$ cat src/rtl/clint_pkg.sv
// Shared constants, register-set type and helpers for the core-local interruptor.
// The register set is one packed struct so the top can use a single next-state record.
package clint_pkg;

   localparam logic [15:0] clint_msip      = 16'h0000;
   localparam logic [15:0] clint_mtimecmp  = 16'h4000;
   localparam logic [15:0] clint_mtimecmph = 16'h4004;
   localparam logic [15:0] clint_mtime     = 16'hBFF8;
   localparam logic [15:0] clint_mtimeh    = 16'hBFFC;

   typedef struct packed {
      logic [63:0] mtime;
      logic [63:0] mtimecmp;
      logic [15:0] presc;
      logic        msip;
      logic        mtip;
      logic        ready;
      logic [31:0] rdata;
   } clint_reg_type;

   localparam clint_reg_type init_clint_reg = '{
      mtime:    64'd0,
      mtimecmp: 64'hFFFF_FFFF_FFFF_FFFF,
      presc:    16'd0,
      msip:     1'b0,
      mtip:     1'b0,
      ready:    1'b0,
      rdata:    32'd0
   };

   // Per-lane merge: each set strobe bit takes the matching byte of new_word.
   function automatic logic [31:0] merge_bytes(input logic [31:0] old_word,
                                                input logic [31:0] new_word,
                                                input logic [3:0]  strb);
      logic [31:0] res;
      res = old_word;
      for (int i = 0; i < 4; i++) begin
         if (strb[i]) begin
            res[8*i +: 8] = new_word[8*i +: 8];
         end else begin
            res[8*i +: 8] = old_word[8*i +: 8];
         end
      end
      return res;
   endfunction

endpackage

$ cat src/rtl/clint_if.sv
// Data-bus port of the CLINT: single-outstanding request with a one-cycle ready pulse.
interface clint_if;
   import clint_pkg::*;

   logic        clint_valid;
   logic [15:0] clint_addr;
   logic [31:0] clint_wdata;
   logic [3:0]  clint_wstrb;
   logic [31:0] clint_rdata;
   logic        clint_ready;

   modport master (
      output clint_valid,
      output clint_addr,
      output clint_wdata,
      output clint_wstrb,
      input  clint_rdata,
      input  clint_ready
   );

   modport slave (
      input  clint_valid,
      input  clint_addr,
      input  clint_wdata,
      input  clint_wstrb,
      output clint_rdata,
      output clint_ready
   );

endinterface

$ cat src/rtl/clint.sv
// Core-local interruptor: mtime counter with prescaler, mtimecmp compare and msip bit,
// memory-mapped on the data bus and feeding mtip/msip/mtime to the csr stage.
module clint
   import clint_pkg::*;
#(
   parameter int RTC_DIV = 1
) (
   input  logic        clk,
   input  logic        rst,
   clint_if.slave      bus,
   output logic        mtip,
   output logic        msip,
   output logic [63:0] mtime
);

   localparam logic [15:0] presc_max = 16'(RTC_DIV - 1);

   clint_reg_type reg_r;
   clint_reg_type next_s;
   logic          tick_s;
   logic          accept_s;
   logic [15:0]   word_addr_s;

   // Next-state: prescaler/mtime advance, compare, then any accepted bus access on top.
   always_comb begin
      next_s      = reg_r;
      tick_s      = (reg_r.presc == presc_max);
      accept_s    = bus.clint_valid & ~reg_r.ready;
      word_addr_s = bus.clint_addr & 16'hFFFC;

      if (tick_s) begin
         next_s.presc = 16'd0;
         next_s.mtime = reg_r.mtime + 64'd1;
      end else begin
         next_s.presc = reg_r.presc + 16'd1;
         next_s.mtime = reg_r.mtime;
      end

      next_s.mtip  = (reg_r.mtime >= reg_r.mtimecmp);
      next_s.ready = accept_s;
      next_s.rdata = 32'd0;

      if (accept_s && (bus.clint_wstrb == 4'b0000)) begin
         // Reads see the register values before this cycle's tick.
         case (word_addr_s)
            clint_msip:      next_s.rdata = {31'd0, reg_r.msip};
            clint_mtimecmp:  next_s.rdata = reg_r.mtimecmp[31:0];
            clint_mtimecmph: next_s.rdata = reg_r.mtimecmp[63:32];
            clint_mtime:     next_s.rdata = reg_r.mtime[31:0];
            clint_mtimeh:    next_s.rdata = reg_r.mtime[63:32];
            default:         next_s.rdata = 32'd0;
         endcase
      end else if (accept_s) begin
         // A write to either mtime half replaces the whole word, dropping a coincident tick.
         case (word_addr_s)
            clint_msip:      next_s.msip = bus.clint_wstrb[0] ? bus.clint_wdata[0] : reg_r.msip;
            clint_mtimecmp:  next_s.mtimecmp[31:0]  = merge_bytes(reg_r.mtimecmp[31:0],
                                                                  bus.clint_wdata, bus.clint_wstrb);
            clint_mtimecmph: next_s.mtimecmp[63:32] = merge_bytes(reg_r.mtimecmp[63:32],
                                                                  bus.clint_wdata, bus.clint_wstrb);
            clint_mtime:     next_s.mtime = {reg_r.mtime[63:32],
                                             merge_bytes(reg_r.mtime[31:0],
                                                         bus.clint_wdata, bus.clint_wstrb)};
            clint_mtimeh:    next_s.mtime = {merge_bytes(reg_r.mtime[63:32],
                                                         bus.clint_wdata, bus.clint_wstrb),
                                             reg_r.mtime[31:0]};
            default:         next_s.msip = reg_r.msip;
         endcase
      end else begin
         next_s.rdata = 32'd0;
      end
   end

   // Register set with synchronous active-low reset; reset also abandons any access.
   always_ff @(posedge clk) begin
      if (!rst) begin
         reg_r <= init_clint_reg;
      end else begin
         reg_r <= next_s;
      end
   end

   assign bus.clint_rdata = reg_r.rdata;
   assign bus.clint_ready = reg_r.ready;
   assign mtip            = reg_r.mtip;
   assign msip            = reg_r.msip;
   assign mtime           = reg_r.mtime;

endmodule

$ cat src/flat_wrapper.sv
// flat-port wrapper written by rule: the top's interface ports become plain ports
module clint_flat import clint_pkg::*;
#(
   parameter int RTC_DIV = 1
)
  (clk, rst, mtip, msip, mtime, bus_clint_valid, bus_clint_addr, bus_clint_wdata, bus_clint_wstrb, bus_clint_rdata, bus_clint_ready);
  clint_if bus_i ();
  input  logic clk;
  input  logic rst;
  output logic mtip;
  output logic msip;
  output logic [63:0] mtime;
  input wire logic [$bits(bus_i.clint_valid)-1:0] bus_clint_valid;
  input wire logic [$bits(bus_i.clint_addr)-1:0] bus_clint_addr;
  input wire logic [$bits(bus_i.clint_wdata)-1:0] bus_clint_wdata;
  input wire logic [$bits(bus_i.clint_wstrb)-1:0] bus_clint_wstrb;
  output wire logic [$bits(bus_i.clint_rdata)-1:0] bus_clint_rdata;
  output wire logic [$bits(bus_i.clint_ready)-1:0] bus_clint_ready;
  assign bus_i.clint_valid = bus_clint_valid;
  assign bus_i.clint_addr = bus_clint_addr;
  assign bus_i.clint_wdata = bus_clint_wdata;
  assign bus_i.clint_wstrb = bus_clint_wstrb;
  assign bus_clint_rdata = bus_i.clint_rdata;
  assign bus_clint_ready = bus_i.clint_ready;
  clint #(.RTC_DIV(RTC_DIV)) u_core (.clk(clk), .rst(rst), .bus(bus_i), .mtip(mtip), .msip(msip), .mtime(mtime));
endmodule
$ cat config.mk
export PLATFORM = sky130hd
export DESIGN_NAME = clint_flat
export DESIGN_NICKNAME = d
export VERILOG_FILES = /design/src/rtl/clint_pkg.sv /design/src/rtl/clint_if.sv /design/src/rtl/clint.sv /design/src/flat_wrapper.sv
export SDC_FILE = /design/constraint.sdc
export NUM_CORES = 1
export LEC_CHECK = 0
export CAP_MARGIN = 0
export CORE_UTILIZATION = 34
export CTS_CLUSTER_SIZE = 20
export DETAILED_ROUTE_END_ITERATION = 8
export RECOVER_POWER = 25
export SYNTH_ARGS = -nofsm -noshare
export SYNTH_HDL_FRONTEND = slang
export SYNTH_SLANG_ARGS = --single-unit
$ cat constraint.sdc
create_clock -name clk -period 4.3 [get_ports clk]
set_input_delay 1.29 -clock clk [delete_from_list [all_inputs] [get_ports clk]]
set_output_delay 1.29 -clock clk [all_outputs]
set_load 0.02 [all_outputs]
==> flow_summary.json <==
{
  "viasPerCell": 5.62,
  "cts_hold_buffers": 0,
  "critPathKind": "in2reg",
  "num_antenna_cells": 0,
  "clk_latency_ns": 0.44,
  "cp_num_buf_inv": 2,
  "post-cts-setup-buffer-count": 0,
  "layout-drive-gt1-share_pct": 6.35,
  "first_global_vias": 9709,
  "power_density_mw_per_mm2": 275,
  "ant_nets": 0,
  "synthAdderAreaFrac_pct": 7.63,
  "yosys.area_share.simple_pct": 21.6,
  "leakage_nw": 5.40,
  "cts_max_path_buffers": 2,
  "cp.required_ns": 4.67,
  "slew_headroom_pct": 40.6,
  "overflow": 0,
  "synthMuxAreaShare_pct": 5.84,
  "crit_arrival_ns": 3.94,
  "cp_slowest_cell": "nor3_1",
  "cts_resized": 0,
  "synthXorXnorAreaFrac_pct": 0.877,
  "root_buffer": "clkbuf_16",
  "dpl.cell_count": 1773,
  "crit_path_start_kind": "input pin",
  "gp_congestion": 0.859,
  "io_pins": 154,
  "worstPathMaxFanout": 8,
  "rows": 65,
  "setup_viol": 0,
  "num_vias": 10144,
  "cts_made_buffers": 17,
  "cts_tree": "done",
  "irDropWorstVdd_mv": 0.259,
  "grt_pass1_wl_um": 55700,
  "synth_edf_count": 0,
  "tightest_slew_ns": 0.891,
  "end_kind": "flip-flop",
  "slowest_delay_ns": 0.61,
  "wire_per_inst_um": 19.5,
  "syn_avg_cell_area_um2": 8.22,
  "setup_tns_ns": 0,
  "die_height_um": 182,
  "finClkSkew_ns": 0.0124,
  "clk_pin_slew_worst_paths_ns": 0.07,
  "grt_usage_pct": 21.5,
  "finish.utilization_pct": 41.0,
  "grt_max_degree": 57,
  "initial_utilization_pct": 34.7,
  "grt_antenna_before_repair": 0,
  "syn_to_final_growth_pct": 18.2,
  "core-area_mm2": 0.0316,
  "ys_warn_count": 0,
  "die-area_mm2": 0.0330,
  "drt_iter0_markers": 838,
  "final_cells": 1804,
  "portBuffers": 151,
  "ys_ff_latch": 179,
  "dr.pass1.iters": 5,
  "max_freq_ghz": 0.280,
  "die_w_um": 182,
  "fin_nets": 1512,
  "min_period_ns": 3.58,
  "synth_top_family_by_area": "simple AND/OR/NAND/NOR gates",
  "async_flop_share_pct": 0,
  "slew_violations": 0,
  "critPathTopFamily": "simple AND/OR/NAND/NOR gates",
  "crit_chain": "clkdlybuf4s50_1, nor4_2, buf_4, nor4_4, nor3_1, nand2_1, or3_1, a31oi_1",
  "rsz0062_at_grt": "false",
  "syn-instance-count": 1336,
  "place_hpwl_um": 26000,
  "fin_crit_sh_pct": 83.2,
  "yosysSeqAreaShare_pct": 32.6,
  "cap_viol_max_count": 0,
  "synth_ff_type": "dfxtp_1",
  "drc": 0,
  "p_total_mw": 3.57,
  "totalWireLength_um": 35200,
  "hold_class": "reg2reg",
  "cts.sink_count": 179,
  "synthesis.area_mm2": 0.0110,
  "synth_compound_area_share_pct": 20.1,
  "syn_nets": 1458,
  "hold_viol_final": 0,
  "htreeDepth": 4,
  "ys_types": 66,
  "status": "finished clean"
}
-- worst paths after layout --
path | to | cells past startpoint | slack (ns) | startpoint
setup / recovery | u_core.mtime[41]$_SDFFE_PN0P_ | 8 | 0.72 | bus_clint_wstrb[1]
hold reg to reg | u_core.reg_r[48]$_SDFF_PP0_ | 2 | 0.51 | u_core.reg_r[48]$_SDFF_PP0_
setup reg to reg | u_core.mtime[58]$_SDFFE_PN0P_ | 10 | 1.32 | u_core.reg_r[35]$_SDFF_PP0_
hold / removal | u_core.reg_r[48]$_SDFF_PP0_ | 2 | 0.51 | u_core.reg_r[48]$_SDFF_PP0_
-- Yosys cell counts (all sizes together) (8+ instances only) --
master	number	share of area (%)
o21ai	46	2.1
nor2	101	3.5
a21oi	70	3.2
a31oi	20	1.1
ha	67	7.6
nor3	25	1.1
nand2	126	4.3
o211ai	73	5.0
and2	10	0.57
buf	108	7.1
or3	15	0.85
o21a	8	0.55
a211oi	15	1.0
clkbuf	42	1.4
nor4	20	1.6
and3	23	1.3
dfxtp	179	33
inv	81	2.8
mux2i	63	5.7
nand3	62	2.9
nand2b	9	0.51
o22a	31	2.5
nand4	37	2.4
a21o	8	0.55
and4	12	0.96
-- worst register-to-register path: stages, from the launching register on --
cell and delay [ns]:
dfxtp_1 0.38, inv_1 0.08, ha_1 0.15, nor4b_1 0.21, and4_1 0.33, nand3_2 0.26, nor4_2 0.62, buf_4 0.28
nand3_1 0.11, or3_1 0.33, a31oi_1 0.15
-- layer usage --
metal | part of all wire (%) | global-route usage, % | up-vias
li1 | - | - | 4896
met1 | 48 | 30.3 | 4863
met2 | 44 | 33.4 | 351
met3 | 7.1 | 4.81 | 34
met4 | 1.1 | 4.27 | 0
met5 | 0 | 0 | -
-- area by class of cell --
type,instances,area (um^2)
repair buffers,185,1780
clock buffers,18,429
multi-input cells,926,6180
inverters,81,304
well taps,402,503
clock inverters,13,196
flip-flops and latches,179,3580
fillers,3167,18700
-- flip-flops by register name (all words and copies together) (netlist names) --
name	count
u_core.bus.clint_rdata	32
u_core.bus.clint_ready	1
u_core.msip	1
u_core.mtime	64
u_core.mtip	1
u_core.reg_r	80
-- stage by stage --
step                worst slack, ns  area (um^2)  hold WS (ns)
finish                        0.724        13000         0.510
global route                  0.586        13000         0.542
CTS                           0.745        13000         0.515
detailed placement            0.312        12400         0.498
global placement              0.326        12400         0.481
floorplan                      1.14        11000         0.465
-- layout by cell type (no fill, tap or decap), drive strengths merged, types with 5 or more instances in the layout --
master         instances
nand2                126
xnor2                  6
and3                  23
and4                  12
dlygate4sd3           51
a31oi                 20
clkdlybuf4s50         98
o22a                  31
o211ai                73
or2                    6
nand4                 37
nor3                  25
nor2                 101
nor4                  20
a21oi                 70
o21a                   8
inv                   86
or3                   15
a2bb2oi                7
a211oi                15
a32oi                  7
dfxtp                179
and2                  10
nor4b                  6
nand2b                 9
xor2                   5
o21ai                 46
ha                    67
mux2i                 63
nand3                 62
a21o                   8
buf                   35
clkbuf                19
-- logic make-up (layout without fill, tap and decap cells) --
kind of cell / Yosys count / in the layout
simple gates: 462 / 462
compound gates: 322 / 322
buf+inv: 231 / 297
flops: 179 / 179
fa+ha+maj: 67 / 67
mux: 64 / 64
xor+xnor: 11 / 11
-- where the power goes --
part	switching (mW)	total, mW	internal (mW)	leakage [nW]
combinational	0.104	0.182	0.0786	3.65
clock	0.740	1.72	0.983	0.298
sequential	0.00638	1.67	1.66	1.44
Power figures use the tool's default switching activity.
